$ cat config.mk
export PLATFORM = sky130hd
export DESIGN_NAME = cacheline_adapter
export DESIGN_NICKNAME = d
export VERILOG_FILES = /design/src/rtl/cacheline_pkg.sv /design/src/rtl/cacheline_deserializer.sv /design/src/rtl/cacheline_adapter.sv
export SDC_FILE = /design/constraint.sdc
export NUM_CORES = 1
export LEC_CHECK = 0
export ABC_AREA = 1
export BUFFER_PORTS_ARGS = -buffer_cell sky130_fd_sc_hd__buf_2
export CAP_MARGIN = 20
export CORE_AREA = 2 2 299 301
export DETAILED_ROUTE_END_ITERATION = 8
export DIE_AREA = 0 0 301 303
export GPL_TIMING_DRIVEN = 0
export HOLD_SLACK_MARGIN = 0.03
export SYNTH_ARGS = -nofsm -noshare
export SYNTH_HDL_FRONTEND = slang
export SYNTH_SLANG_ARGS = --single-unit
$ cat constraint.sdc
create_clock -name clk -period 21 [get_ports clk]
set_clock_uncertainty 0.15 [all_clocks]
set_input_delay 4.2 -clock clk [delete_from_list [all_inputs] [get_ports clk]]
set_output_delay 4.2 -clock clk [all_outputs]
set_load 0.05 [all_outputs]
$ cat src/rtl/cacheline_pkg.sv
// Shared widths, types and helpers for the cacheline adapter.
// Optional feature macro: CLADAPT_RESP_REG_EN (registered read response).
package cacheline_pkg;
    localparam int LINE_W = 256;
    localparam int BEAT_W = 64;
    localparam int ADDR_W = 32;
    localparam int BEATS  = LINE_W / BEAT_W;
    localparam int CNT_W  = $clog2(BEATS);
    localparam int OFF_W  = $clog2(LINE_W / 8);

    typedef enum logic {CLA_IDLE, CLA_WRITE} cla_state_t;
    typedef logic [LINE_W-1:0] cacheline_t;

    function automatic logic [ADDR_W-1:0] line_align(input logic [ADDR_W-1:0] a);
        return {a[ADDR_W-1:OFF_W], {OFF_W{1'b0}}};
    endfunction
endpackage

$ cat src/rtl/cacheline_deserializer.sv
// Collects 4 contiguous read beats into one line and emits it with its address.
// CLADAPT_RESP_REG_EN: registered output (+1 cycle), else combinational.
module cacheline_deserializer
    import cacheline_pkg::*;
(
    input  logic              clk,
    input  logic              rst,
    input  logic              beat_valid,
    input  logic [ADDR_W-1:0] beat_addr,
    input  logic [BEAT_W-1:0] beat_data,
    output logic              line_valid,
    output logic [ADDR_W-1:0] line_addr,
    output cacheline_t        line_data
);
    logic [CNT_W-1:0]         rcnt;
    logic [LINE_W-BEAT_W-1:0] buf_q;
    logic [ADDR_W-1:0]        addr_q;
    logic                     last;

    assign last = beat_valid && (rcnt == CNT_W'(BEATS - 1));

    always_ff @(posedge clk or posedge rst) begin
        if (rst) begin
            rcnt   <= '0;
            buf_q  <= '0;
            addr_q <= '0;
        end else if (beat_valid) begin
            rcnt <= rcnt + 1'b1;
            if (rcnt == '0)
                addr_q <= beat_addr;
            // the final beat bypasses the buffer straight into the line
            if (!last)
                buf_q[rcnt*BEAT_W +: BEAT_W] <= beat_data;
        end
    end

`ifdef CLADAPT_RESP_REG_EN
    always_ff @(posedge clk or posedge rst) begin
        if (rst) begin
            line_valid <= 1'b0;
            line_addr  <= '0;
            line_data  <= '0;
        end else begin
            line_valid <= last;
            if (last) begin
                line_addr <= addr_q;
                line_data <= {beat_data, buf_q};
            end
        end
    end
`else
    assign line_valid = last;
    assign line_addr  = addr_q;
    assign line_data  = {beat_data, buf_q};
`endif

    // a burst, once started, must deliver its beats back to back
    always @(posedge clk) begin
        if (!rst && rcnt != '0)
            assert (beat_valid);
    end
endmodule

$ cat src/rtl/cacheline_adapter.sv
// Splits 256-bit line requests into 4x64-bit memory bursts and reassembles reads.
// CLADAPT_RESP_REG_EN selects a registered read response path.
module cacheline_adapter
    import cacheline_pkg::*;
(
    input  logic              clk,
    input  logic              rst,
    input  logic [ADDR_W-1:0] dfp_addr,
    input  logic              dfp_read,
    input  logic              dfp_write,
    input  cacheline_t        dfp_wdata,
    output logic              dfp_ready,
    output logic [ADDR_W-1:0] dfp_raddr,
    output cacheline_t        dfp_rdata,
    output logic              dfp_rvalid,
    output logic [ADDR_W-1:0] bmem_addr,
    output logic              bmem_read,
    output logic              bmem_write,
    output logic [BEAT_W-1:0] bmem_wdata,
    input  logic              bmem_ready,
    input  logic [ADDR_W-1:0] bmem_raddr,
    input  logic [BEAT_W-1:0] bmem_rdata,
    input  logic              bmem_rvalid
);
    cla_state_t        state;
    cacheline_t        line_q;
    logic [ADDR_W-1:0] addr_q;
    logic [CNT_W-1:0]  wcnt;
    logic              idle;
    logic              wr_acc;
    logic              rd_acc;

    assign idle      = (state == CLA_IDLE);
    assign dfp_ready = !rst && idle && bmem_ready;
    // write wins if both are raised; that case is illegal anyway
    assign wr_acc    = dfp_ready && dfp_write;
    assign rd_acc    = dfp_ready && dfp_read && !dfp_write;

    assign bmem_read  = rd_acc;
    assign bmem_addr  = rd_acc ? line_align(dfp_addr) : addr_q;
    assign bmem_write = !idle;
    assign bmem_wdata = idle ? '0 : line_q[wcnt*BEAT_W +: BEAT_W];

    always_ff @(posedge clk or posedge rst) begin
        if (rst) begin
            state  <= CLA_IDLE;
            line_q <= '0;
            addr_q <= '0;
            wcnt   <= '0;
        end else begin
            unique case (state)
                CLA_IDLE: begin
                    if (wr_acc) begin
                        line_q <= dfp_wdata;
                        addr_q <= line_align(dfp_addr);
                        wcnt   <= '0;
                        state  <= CLA_WRITE;
                    end
                end
                CLA_WRITE: begin
                    if (bmem_ready) begin
                        wcnt <= wcnt + 1'b1;
                        if (wcnt == CNT_W'(BEATS - 1))
                            state <= CLA_IDLE;
                    end
                end
                default: state <= CLA_IDLE;
            endcase
        end
    end

    always @(posedge clk) begin
        if (!rst)
            assert (!(dfp_ready && dfp_read && dfp_write));
    end

    cacheline_deserializer u_deser (
        .clk        (clk),
        .rst        (rst),
        .beat_valid (bmem_rvalid),
        .beat_addr  (bmem_raddr),
        .beat_data  (bmem_rdata),
        .line_valid (dfp_rvalid),
        .line_addr  (dfp_raddr),
        .line_data  (dfp_rdata)
    );
endmodule

==> metrics <==
outcome=completed; critical path arrival=5.97 ns; DRC Markers=0; Final period util=0.4914; final setup fails=0; sequential share of the synthesized area=0.5113; CP max stage cell=clkbuf_1; Num Clock Sinks=about 500; P_sw=around 3000 uW; Final #Nets=between 4000 and 5000; synth top area cells=dfrtp_1 (51%), nand2_1 (17%), inv_1 (9.2%); share of the synthesized area in the top cell type=0.5113; IO Count=778; most common cell in the synthesized netlist=nand2_1; Max Root-Sink Buffers=3; Core Box Area=0.08797 mm2; first-pass GRT wire length=about 140000 um; Post-synth top flop=dfrtp_1; Worst slew margin=0.2944; H-tree depth=2; most frequent cells after synthesis=nand2_1 (1122), inv_1 (614), dfrtp_1 (512); total power=between 5000 and 6000 uW; Setup Fix Bufs, Post-CTS=0; WS Path Type=input pin to output port; WL per Instance=around 18 um; filler cell count=between 9000 and 10000; Die Y=303 um; GPL Wtd Cong=0.9466; syn_area_per_cell=around 7.8 um2; area of the multi-input gates=about 0.0083 mm2; Mapped Area=about 0.025 mm2; library cells used by synthesis=23; clock root buffer=clkbuf_16; post-place instance area=0.03048 mm2; Async SR Flop Fraction=1.000; Slew Viols, Final=0; DIE WIDTH=301 um; Fin. Hold Viols=0; internal power=between 2000 and 3000 uW; synth warn=0; HP Class=flip-flop to flip-flop; CTS Buf Count=60; fmax=approximately 0.097 GHz; CTS-repair resized insts=0; Clock Pin Slew Worst Setup and Hold Paths=0.06 ns; gr usage total=0.2031; synthesized flop and latch total=512; First-pass DRT Iterations=6; Layout area overhead=29.71%; switching share of power=0.5147; Comb power frac=0.521; DR iter-0 viols=around 1700; number of global-route vias before repair=between 20000 and 25000; Worst Setup Start Kind=input pin; Rows=109; hold slack=0.3231 ns; area leader, netlist=dfrtp_1; via count=23480; CP peak stage delay=a little over 0.4 ns; area occupied by registers=0.01281 mm2; DRT Wirelength=roughly 96000 um; EDFF count, synth=0; critical path peak fanout=10; CP Buf/Inv Count=3; CTS tree=built; Worst-Margin Slew=about 1.1 ns; initial antenna violation count=18; unrepaired setup endpoints after global routing=false; WP data required=roughly 17 ns; Period minus WS final=~10 ns; initial core utilization=0.2849; Cell Chain, Critical Path=buf_2, nor2_4, nand3_2, clkbuf_1, o21ai_0, buf_2; I/O Buffers=roughly 770; grt total ovfl=0; Worst VDD drop=around 0.12 mV; clk_lat worst skew=just over 0.6 ns; TNS Setup=0 ns; DPL Wire Length=74420 um; Die Area=a little over 0.09 mm2; CTS Hold Bufs=0; share of cells above drive strength 1=0.2881; sequential power share=0.296; cells after synthesis=roughly 3200; endpoint type of the worst setup path=output port; top cell family by delay on the critical path=buffers and inverters; final instance area=approximately 0.033 mm2; post-route antenna net violation count=0; clock power share=0.183; P_leak=between 0.015 and 0.02 uW; Via-to-Cell Ratio=approximately 4.4; largest net degree at the start of global routing=about 120; CP most frequent cell=buf_2; max_cap viols=0; power per standard cell area=roughly 180 mW/mm2
[power groups by stage]
stage	combinational, uW	clock (uW)	sequential (uW)
3_5_place_dp	3050	0	1730
6_report	3040	1070	1730
2_1_floorplan	1530	0	2380
4_1_cts	3060	1090	1720
5_1_grt	3280	1130	1790
3_3_place_gp	3030	0	1730
[stage by stage]
step / setup WS, ns / instances / utilization
floorplan: 2.350 / 3225 / -
global placement: -4.843 / 5155 / 0.3452
detailed placement: 10.65 / 5159 / 0.3465
CTS: 10.65 / 5271 / 0.3692
global route: 10.61 / 5274 / 0.3693
finish: 10.68 / 5282 / 0.3695
[layer usage]
layer,vias to the layer above,global-route usage,share of wire
met5,-,0,0.0011
met4,18,0.08683,0.044
met3,196,0.04841,0.079
met2,923,0.3557,0.49
met1,11090,0.2370,0.38
li1,11250,-,-
[state kept, by name (all words and copies together), names as in the netlist]
| signal | count |
|---|---|
| addr_q | 27 |
| bmem_write | 1 |
| line_q | 256 |
| u_deser.buf_q | 192 |
| u_deser.line_addr | 32 |
| u_deser.rcnt | 2 |
| wcnt | 2 |
[layout make-up]
type | count | share of cell area
inverters | 618 | 0.07160
flip-flops and latches | 512 | 0.3942
well taps | 1165 | 0.04484
multi-input cells | 1845 | 0.2553
diodes | 11 | 0.0008468
plain buffers | 250 | 0.05058
clock inverters | 24 | 0.007391
clock buffers | 88 | 0.05408
repair buffers | 769 | 0.1212
[tightest hold or removal path: cells and delay by family, from the launching register on]
| family | cells | cell delay [ns] |
|---|---|---|
| DFF | 1 | 0.34 |
| and+or+nand+nor | 2 | 0.10 |
[cells in the final DEF (no fill, tap or decap), drive strengths merged, types with 4 or more instances in the layout]
cell type / n
nand2: 1123
nand3: 200
nor2: 70
clkinv: 15
clkbuf: 142
diode: 11
ha: 6
o21ai: 375
dfrtp: 512
conb: 5
bufinv: 4
inv: 621
a21oi: 64
buf: 965
[worst paths after layout]
path	startpoint	to	slack (ns)	cells past startpoint
hold / removal	u_deser.buf_q[146]	u_deser.buf_q[146]	0.32	2
setup / recovery	rst	bmem_addr[8]	10.68	6
setup reg to reg	u_deser.rcnt[0]	u_deser.buf_q[183]	18.39	7
max in group asynchronous	rst	u_deser.buf_q[32]	15.50	4
min in group asynchronous	rst	addr_q[29]	3.57	2
hold reg to reg	u_deser.buf_q[146]	u_deser.buf_q[146]	0.32	2
[cells by family after synthesis]
logic type                 count (synthesis)  synth area share
AOI/OAI and AO/OA                        439            0.1071
xor gates and xnor gates                   1         0.0003496
adders and majority gates                  6          0.002996
buffers and inverters                    868            0.1582
DFF                                      512            0.5113
other                                      1         0.0001496
and+or+nand+nor                         1394            0.2199
No activity file was read; power rests on OpenSTA's default activity.
